===== src/rtl/fp_leading_one_scan.sv =====
// Segmented leading/trailing-one finder.
// Captures a LEN-bit operand on a valid/ready handshake and scans it SEG bits per cycle
// in search order, stopping at the first non-zero segment. The index is returned on a
// second valid/ready handshake.
//   clk_i        rising-edge clock
//   rst_i        asynchronous active-high reset
//   valid_i      operand valid
//   ready_o      block can accept an operand
//   in_i         operand
//   mode_i       0 = leading one (count from MSB), 1 = trailing one (count from LSB)
//   valid_o      result valid
//   ready_i      consumer accepts result
//   first_one_o  result index
//   no_ones_o    operand was all zero
module fp_leading_one_scan #(
    parameter int unsigned LEN  = 64,
    parameter int unsigned SEG  = 16,
    parameter int unsigned NSEG = LEN / SEG,
    parameter int unsigned IdxW = $clog2(LEN)
) (
    input  logic            clk_i,
    input  logic            rst_i,
    input  logic            valid_i,
    output logic            ready_o,
    input  logic [LEN-1:0]  in_i,
    input  logic            mode_i,
    output logic            valid_o,
    input  logic            ready_i,
    output logic [IdxW-1:0] first_one_o,
    output logic            no_ones_o
);

    localparam int unsigned KW   = (NSEG > 1) ? $clog2(NSEG) : 1;
    localparam int unsigned SegW = (SEG > 1) ? $clog2(SEG) : 1;
    // Truncates to zero when SEG==LEN, which is harmless because k is then always 0.
    localparam logic [IdxW-1:0] SegStep = IdxW'(SEG);

    typedef enum logic [1:0] {StIdle, StScan, StDone} state_e;

    state_e            state_q, state_d;
    logic [KW-1:0]     k_q;
    logic [LEN-1:0]    op_q;
    logic              mode_q;
    logic [IdxW-1:0]   first_one_q;
    logic              no_ones_q;

    logic [SEG-1:0]    seg;
    logic [SegW-1:0]   j;
    logic              hit;
    logic              last_seg;
    logic [IdxW-1:0]   idx;

    // Select segment k in search order: MSB-first for mode 0, LSB-first for mode 1.
    always_comb begin
        seg = '0;
        for (int i = 0; i < int'(NSEG); i++) begin
            if (k_q == KW'(i)) begin
                seg = mode_q ? op_q[i*SEG +: SEG] : op_q[LEN-1-i*SEG -: SEG];
            end
        end
    end

    // Local finder. Later loop iterations override earlier ones, so iteration order
    // picks the highest bit (mode 0, j from top) or the lowest bit (mode 1, j from bottom).
    always_comb begin
        j = '0;
        if (mode_q) begin
            for (int i = int'(SEG) - 1; i >= 0; i--) begin
                if (seg[i]) j = SegW'(i);
            end
        end else begin
            for (int i = 0; i < int'(SEG); i++) begin
                if (seg[i]) j = SegW'(int'(SEG) - 1 - i);
            end
        end
    end

    assign hit      = |seg;
    assign last_seg = (k_q == KW'(NSEG - 1));
    assign idx      = IdxW'(k_q) * SegStep + IdxW'(j);

    // State register
    always_ff @(posedge clk_i or posedge rst_i) begin
        if (rst_i) begin
            state_q <= StIdle;
        end else begin
            state_q <= state_d;
        end
    end

    // Next-state logic
    always_comb begin
        state_d = state_q;
        unique case (state_q)
            StIdle: if (valid_i) state_d = StScan;
            StScan: if (hit || last_seg) state_d = StDone;
            StDone: if (ready_i) state_d = StIdle;
            default: state_d = StIdle;
        endcase
    end

    // Outputs
    always_comb begin
        ready_o = (state_q == StIdle) & ~rst_i;
        valid_o = (state_q == StDone);
    end

    assign first_one_o = first_one_q;
    assign no_ones_o   = no_ones_q;

    // Datapath registers
    always_ff @(posedge clk_i or posedge rst_i) begin
        if (rst_i) begin
            k_q         <= '0;
            op_q        <= '0;
            mode_q      <= 1'b0;
            first_one_q <= '0;
            no_ones_q   <= 1'b0;
        end else begin
            unique case (state_q)
                StIdle: begin
                    if (valid_i) begin
                        op_q   <= in_i;
                        mode_q <= mode_i;
                        k_q    <= '0;
                    end
                end
                StScan: begin
                    if (hit) begin
                        first_one_q <= idx;
                        no_ones_q   <= 1'b0;
                    end else if (last_seg) begin
                        first_one_q <= '0;
                        no_ones_q   <= 1'b1;
                    end else begin
                        k_q <= k_q + 1'b1;
                    end
                end
                default: ;
            endcase
        end
    end

endmodule


===== config.mk =====
export PLATFORM = sky130hd
export DESIGN_NAME = fp_leading_one_scan
export DESIGN_NICKNAME = d
export VERILOG_FILES = /design/src/rtl/fp_leading_one_scan.sv
export SDC_FILE = /design/constraint.sdc
export NUM_CORES = 1
export LEC_CHECK = 0
export CAP_MARGIN = 40
export CORE_MARGIN = 2
export CORE_UTILIZATION = 53
export DETAILED_ROUTE_END_ITERATION = 7
export GPL_ROUTABILITY_DRIVEN = 0
export GPL_TIMING_DRIVEN = 0
export PLACE_DENSITY = 0.85
export SYNTH_ARGS = -nofsm -noshare
export SYNTH_HDL_FRONTEND = slang
export SYNTH_SLANG_ARGS = --single-unit

===== constraint.sdc =====
create_clock -name clk_i -period 3.7 [get_ports clk_i]
set_input_delay 0.74 -clock clk_i [delete_from_list [all_inputs] [get_ports clk_i]]
set_output_delay 0.74 -clock clk_i [all_outputs]
set_load 0.02 [all_outputs]

==> results of run 1 <==
==> state kept, by name, summed over array words and instances, names as in the netlist <==
name         count
k_q              2
op_q            64
mode_q           1
first_one_o      6
no_ones_o        1
state_q          2
==> routing by layer <==
layer / vias to the layer above / track usage [%] / share of wire [%]
li1: 1602 / - / -
met4: 0 / 12.4 / 3.2
met5: - / 0 / 0
met2: 149 / 39.9 / 48
met1: 1737 / 35.3 / 43
met3: 32 / 4.43 / 6.1
==> synthesized netlist by cell type (all sizes together), types with 2 or more instances <==
cell type,number
a22o,5
a221oi,25
nor2,13
o211ai,2
dfrtp,76
nand2b,6
o31ai,4
o21ai,4
clkbuf,15
a211o,2
mux2,89
a221o,8
nor2b,9
nor3,4
nand2,10
or4,2
mux2i,29
nand3,2
or3,3
o31a,2
a32oi,2
nor3b,3
or2,5
buf,10
nand3b,6
inv,9
ha,5
o32ai,2
a21boi,2
a21oi,16
==> critical path, cell delays in order, from the launching register on <==
cell	delay, ns
dfrtp_1	0.41
inv_1	0.11
ha_1	0.19
buf_2	0.17
clkbuf_1	0.26
clkbuf_2	0.29
a221oi_1	0.34
a221oi_1	0.14
or2_2	0.37
or3_1	0.46
or4_4	0.48
nand2b_2	0.10
mux2i_1	0.09
==> cells by family (layout without fill, tap and decap cells) <==
group	Yosys count	count (layout)	synth area share (%)
compound gates	76	76	13.7
fa+ha+maj	5	5	1.42
buf+inv	34	127	3.82
flops	76	76	43.1
mux	118	118	29.4
simple gates	66	66	8.61
==> area by class of cell <==
class,count,area (um2)
plain buffers,25,138
clock buffers,10,138
clock inverters,5,52.6
fillers,611,2580
inverters,9,36.3
multi-input cells,265,2360
flip-flops and latches,76,1900
well taps,105,131
repair buffers,78,791
==> power by group <==
part	leakage [nW]	switching (mW)	internal, mW
clock network	0.0979	0.308	0.323
logic	1.26	1.09	1.23
registers	0.905	0.328	1.22
==> metrics by stage <==
step,setup TNS [ns],cell area [um2],instances,setup slack (ns)
final,0,5550,573,0.159
after floorplan,0,4420,375,0.449
after detailed placement,0,5340,558,0.0535
after global placement,-12.21,5320,557,-0.164
after global routing,0,5550,573,0.00255
after CTS,0,5540,573,0.0651
==> repair_timing <==
item,4_1_cts,5_1_grt
resized for setup,1,7
gates cloned,0,0
setup endpoints to repair,1,10
endpoints found under the hold margin,0,0
==> worst paths after layout <==
kind	startpoint	end	slack (ns)
setup reg to reg	k_q[1]	k_q[0]	0.16
hold / removal	first_one_o[4]	first_one_o[4]	0.51
setup / recovery	k_q[1]	k_q[0]	0.16
max in group asynchronous	rst_i	op_q[42]	2.34
hold reg to reg	first_one_o[4]	first_one_o[4]	0.51
min in group asynchronous	rst_i	state_q[0]	0.78
==> metrics.yaml, run 1 <==
cts:
  cts.sinks: 76
  clock_path_buffers: 2
  ctsHtreeMaxLevel: 3
  hold_buffers: 0
  clkTransAtPathRegs_ns: 0.08
  tritoncts: "done"
  post_cts_buffers: 0
  cts-root-buf: "clkbuf_8"
  cts_buffers: 9
  worstSkewPairLatency_ns: 0.36
routing:
  drc: 0
  antenna_left: 0
  drtIter0Drc: 263
  viasPerCell: 6.14
  wire_per_inst_um: 19.2
  via_count: 3520
  firstDrtPassIters: 5
  routed_wirelength_mm: 11.0
synth:
  yosysWarningCount: 0
  syn_avg_cell_area_um2: 11.8
  ys_seq_elements: 76
  synth_edf_count: 0
  ys_async_sr_fraction_pct: 100
  yosysTopAreaCell: "dfrtp_1"
  syn_nets: 449
  ys.flop_type: "dfrtp_1"
  synth_cell_types: 46
  ys_seq_area_share_pct: 43.1
  synthDominantCellAreaShare_pct: 43.1
  ys_top_cells_by_area: "dfrtp_1 (43%), mux2_2 (19%), mux2i_1 (6.6%), a221oi_1 (5.0%), mux2_1 (3.1%)"
  netlist_area_um2: 4420
  synth_cells: 375
timing:
  period_needed_ns: 3.54
  worst_slew_pin_slew_ns: 0.765
  drv_slew: 0
  setup_viol: 0
  rsz0062_at_grt: "false"
  whs_ns: 0.507
  timing.final.crit_share_pct: 95.7
  fin_skew_ns: 0.0100
  max_slew_margin_pct: 49.0
  hold_viol: 0
  fmax_mhz: 282
critical_path:
  start_kind: "flip-flop"
  cp.required_ns: 3.94
  arrival_ns: 3.78
  endpoint_kind: "flip-flop"
  crit_type: "flip-flop to flip-flop"
  rr_worst_depth: 12
  cp_max_fo: 10
global_routing:
  grt.overflow.total: 0
  grt_pass1_wl_mm: 17.9
  grt_pass1_vias: 3490
  grt_max_degree: 43
  antenna_found_initial: 0
  grt_util_all_layers_pct: 25.9
min_path:
  min_path_cells: 1
  hold_path_class: "flip-flop to flip-flop"
pwr:
  ir_worst_vdd_mv: 0.389
  leakage_nw: 2.27
  finalPower_mw: 4.50
  power_density_nw_per_um2: 810
floorplan:
  start_util_pct: 54.3
  die_width_um: 95.3
  rows: 33
  fp.dieArea_um2: 9080
  core_um2: 8130
  dieHeight_um: 95.3
  ios: 78
cells_and_area:
  fin_util_pct: 68.3
  final_nets: 538
  layout_commonest_cell: "clkdlybuf4s50_1"
  syn_to_final_growth_pct: 25.8
  drive_above_1_share_pct: 25.2
  diodes: 0
  layout_common_cells: "clkdlybuf4s50_1 (77), mux2_2 (75), dfrtp_1 (75)"
place:
  port_buffers: 77
  hpwl_mm: 7.87
run:
  cap_viol_max_count: 0
outcome:
  outcome: "complete, no violations"
(Power assumes the default switching activity.)
==> run 2: changes to the inputs <==
Settings changed: CORE_ASPECT_RATIO set to 0.7, CORE_MARGIN 2 to 5, REMOVE_ABC_BUFFERS set to 1.
==> run 2 against run 1 <==
Effect of this change: sequential share of layout area is 0.91 points lower; count of clock-buffer cells in the layout rose by 2; combinational power shrank 6%; maximum frequency fell by 1.0%; flip-flop and latch count is the same; clock power is 70% higher; via count fell by 2.2%; cell count shrank 3.1%; critical path type unchanged; largest cell class unchanged; largest power group unchanged.
==> metrics.yaml, run 2 (synthesized netlist as in run 1, its figures left out) <==
outcome:
  outcome: "complete, no violations"
routing:
  viasPerCell: 6.20
  firstDrtPassIters: 4
  antenna_left: 0
  drc: 0
  via_count: 3442
  drtIter0Drc: 302
  routed_wirelength_mm: 11.0
  wire_per_inst_um: 19.9
global_routing:
  grt_pass1_wl_mm: 18.1
  grt_util_all_layers_pct: 22.0
  antenna_found_initial: 0
  grt_max_degree: 41
  grt.overflow.total: 0
  grt_pass1_vias: 3567
critical_path:
  max_stage_delay_ns: 0.58
  rrSetupSlack_ns: 0.12
  arrival_ns: 3.79
  endpoint_kind: "flip-flop"
  cp_max_fo: 22
  crit_slowest_cell: "or4_4"
  critPathBufInv: 1
  start_kind: "flip-flop"
  cp.required_ns: 3.91
  r2r-end: "k_q[0]"
  cpLargestDelayFamily: "simple AND/OR/NAND/NOR gates"
  rr_worst_depth: 10
  r2r-start: "k_q[0]"
  cp_cell_sequence: "ha_2 > buf_16 > or2_4 > a221oi_1 > a221oi_1 > or4_4 > or3_4 > or4_4 > nand2b_2 > mux2i_1"
  crit_type: "flip-flop to flip-flop"
pwr:
  pwr-share-seq_pct: 33.4
  clkPwrFrac_pct: 22.0
  p_comb_share_pct: 44.7
  p_int_mw: 3.18
  p_switching_mw: 1.71
  ir_worst_vdd_mv: 0.372
  power_density_nw_per_um2: 855
  switching_share_pct: 35.0
  leakage_nw: 2.33
  finalPower_mw: 4.89
timing:
  drv_slew: 0
  rsz0062_at_grt: "false"
  period_needed_ns: 3.58
  fmax_mhz: 280
  setup_tns_ns: 0
  timing.final.crit_share_pct: 96.7
  max_slew_margin_pct: 52.8
  setup_viol: 0
  fin_skew_ns: 0.00426
  hold_viol: 0
  worst_slew_pin_slew_ns: 0.709
cells_and_area:
  diodes: 0
  regMostFlops: "op_q"
  final_nets: 523
  largest_reg_flops: 64
  drive_above_1_share_pct: 26.2
  layout_common_cells: "clkdlybuf4s50_1 (77), mux2_2 (75), dfrtp_1 (75)"
  nFillCells: 547
  layout_commonest_cell: "clkdlybuf4s50_1"
  syn_to_final_growth_pct: 29.3
place:
  port_buffers: 77
  hpwl_mm: 7.67
floorplan:
  core_um2: 8010
  start_util_pct: 55.2
  rows: 27
  dieHeight_um: 86.4
  fp.dieArea_um2: 10300
  ios: 78
  die_width_um: 119
cts:
  cts.sinks: 76
  tritoncts: "done"
  cts_buffers: 9
  worstSkewPairLatency_ns: 0.33
  ctsHtreeMaxLevel: 3
  hold_buffers: 0
  clock_path_buffers: 2
  clkTransAtPathRegs_ns: 0.05
  cts-root-buf: "clkbuf_16"
run:
  cap_viol_max_count: 0
min_path:
  min_to: "first_one_o[4]"
  min-delay-start: "first_one_o[4]"
  hold_path_class: "flip-flop to flip-flop"
  min_path_cells: 1
-- run 2: through the flow --
stage	setup WS [ns]	util [%]	hold slack (ns)	instances	area, um2
6_report	0.123	71.4	0.502	555	5710
5_1_grt	0.0304	71.4	0.512	555	5710
2_1_floorplan	-2.70	-	0.496	350	4280
4_1_cts	0.0170	71.2	0.501	555	5700
3_5_place_dp	-0.166	66.3	0.489	538	5310
3_3_place_gp	-5.20	64.7	0.487	528	5180
-- run 2: per-layer routing --
metal | global-route usage (%) | up-vias | share of wire, % | routed length [um]
met1 | 28.9 | 1725 | 44 | 4910
met3 | 5.48 | 10 | 6.4 | 707
li1 | - | 1579 | - | -
met4 | 6.52 | 0 | 0.98 | 108
met2 | 36.4 | 128 | 48 | 5310
met5 | 0 | - | 0 | 0
-- run 2: layout make-up --
type                    instances  area, um2  share of cell area [%]
inverters                       9       36.3                   0.635
multi-input cells             265       2370                    41.5
repair buffers                 88        910                    15.9
well taps                     101        126                    2.21
flip-flops and latches         76       1910                    33.4
clock inverters                 4        120                    2.10
clock buffers                  12        246                    4.31
-- run 2: worst max path at each step --
| stage | cells after the start | start | end | slack (ns) |
|---|---|---|---|---|
| global placement | 4 | valid_i | k_q[0] | -5.20 |
| CTS | 10 | k_q[0] | k_q[0] | 0.02 |
| finish | 10 | k_q[0] | k_q[0] | 0.12 |
| floorplan | 3 | valid_i | k_q[0] | -2.70 |
| detailed placement | 9 | k_q[0] | k_q[0] | -0.17 |
| global route | 10 | k_q[0] | k_q[0] | 0.03 |
-- run 2: what timing repair did --
item,4_1_cts,5_1_grt
setup buffers,1,0
gates cloned,0,0
gates resized for setup,3,3
setup endpoints to repair,11,7
-- run 2: power by group through the flow --
stage / Clock (mW) / Combinational (mW) / Sequential [mW]
after CTS: 1.08 / 2.17 / 1.62
after global routing: 1.12 / 2.37 / 1.68
after global placement: 0 / 2.03 / 1.63
final: 1.07 / 2.18 / 1.63
after floorplan: 0 / 1.65 / 1.56
after detailed placement: 0 / 2.05 / 1.69
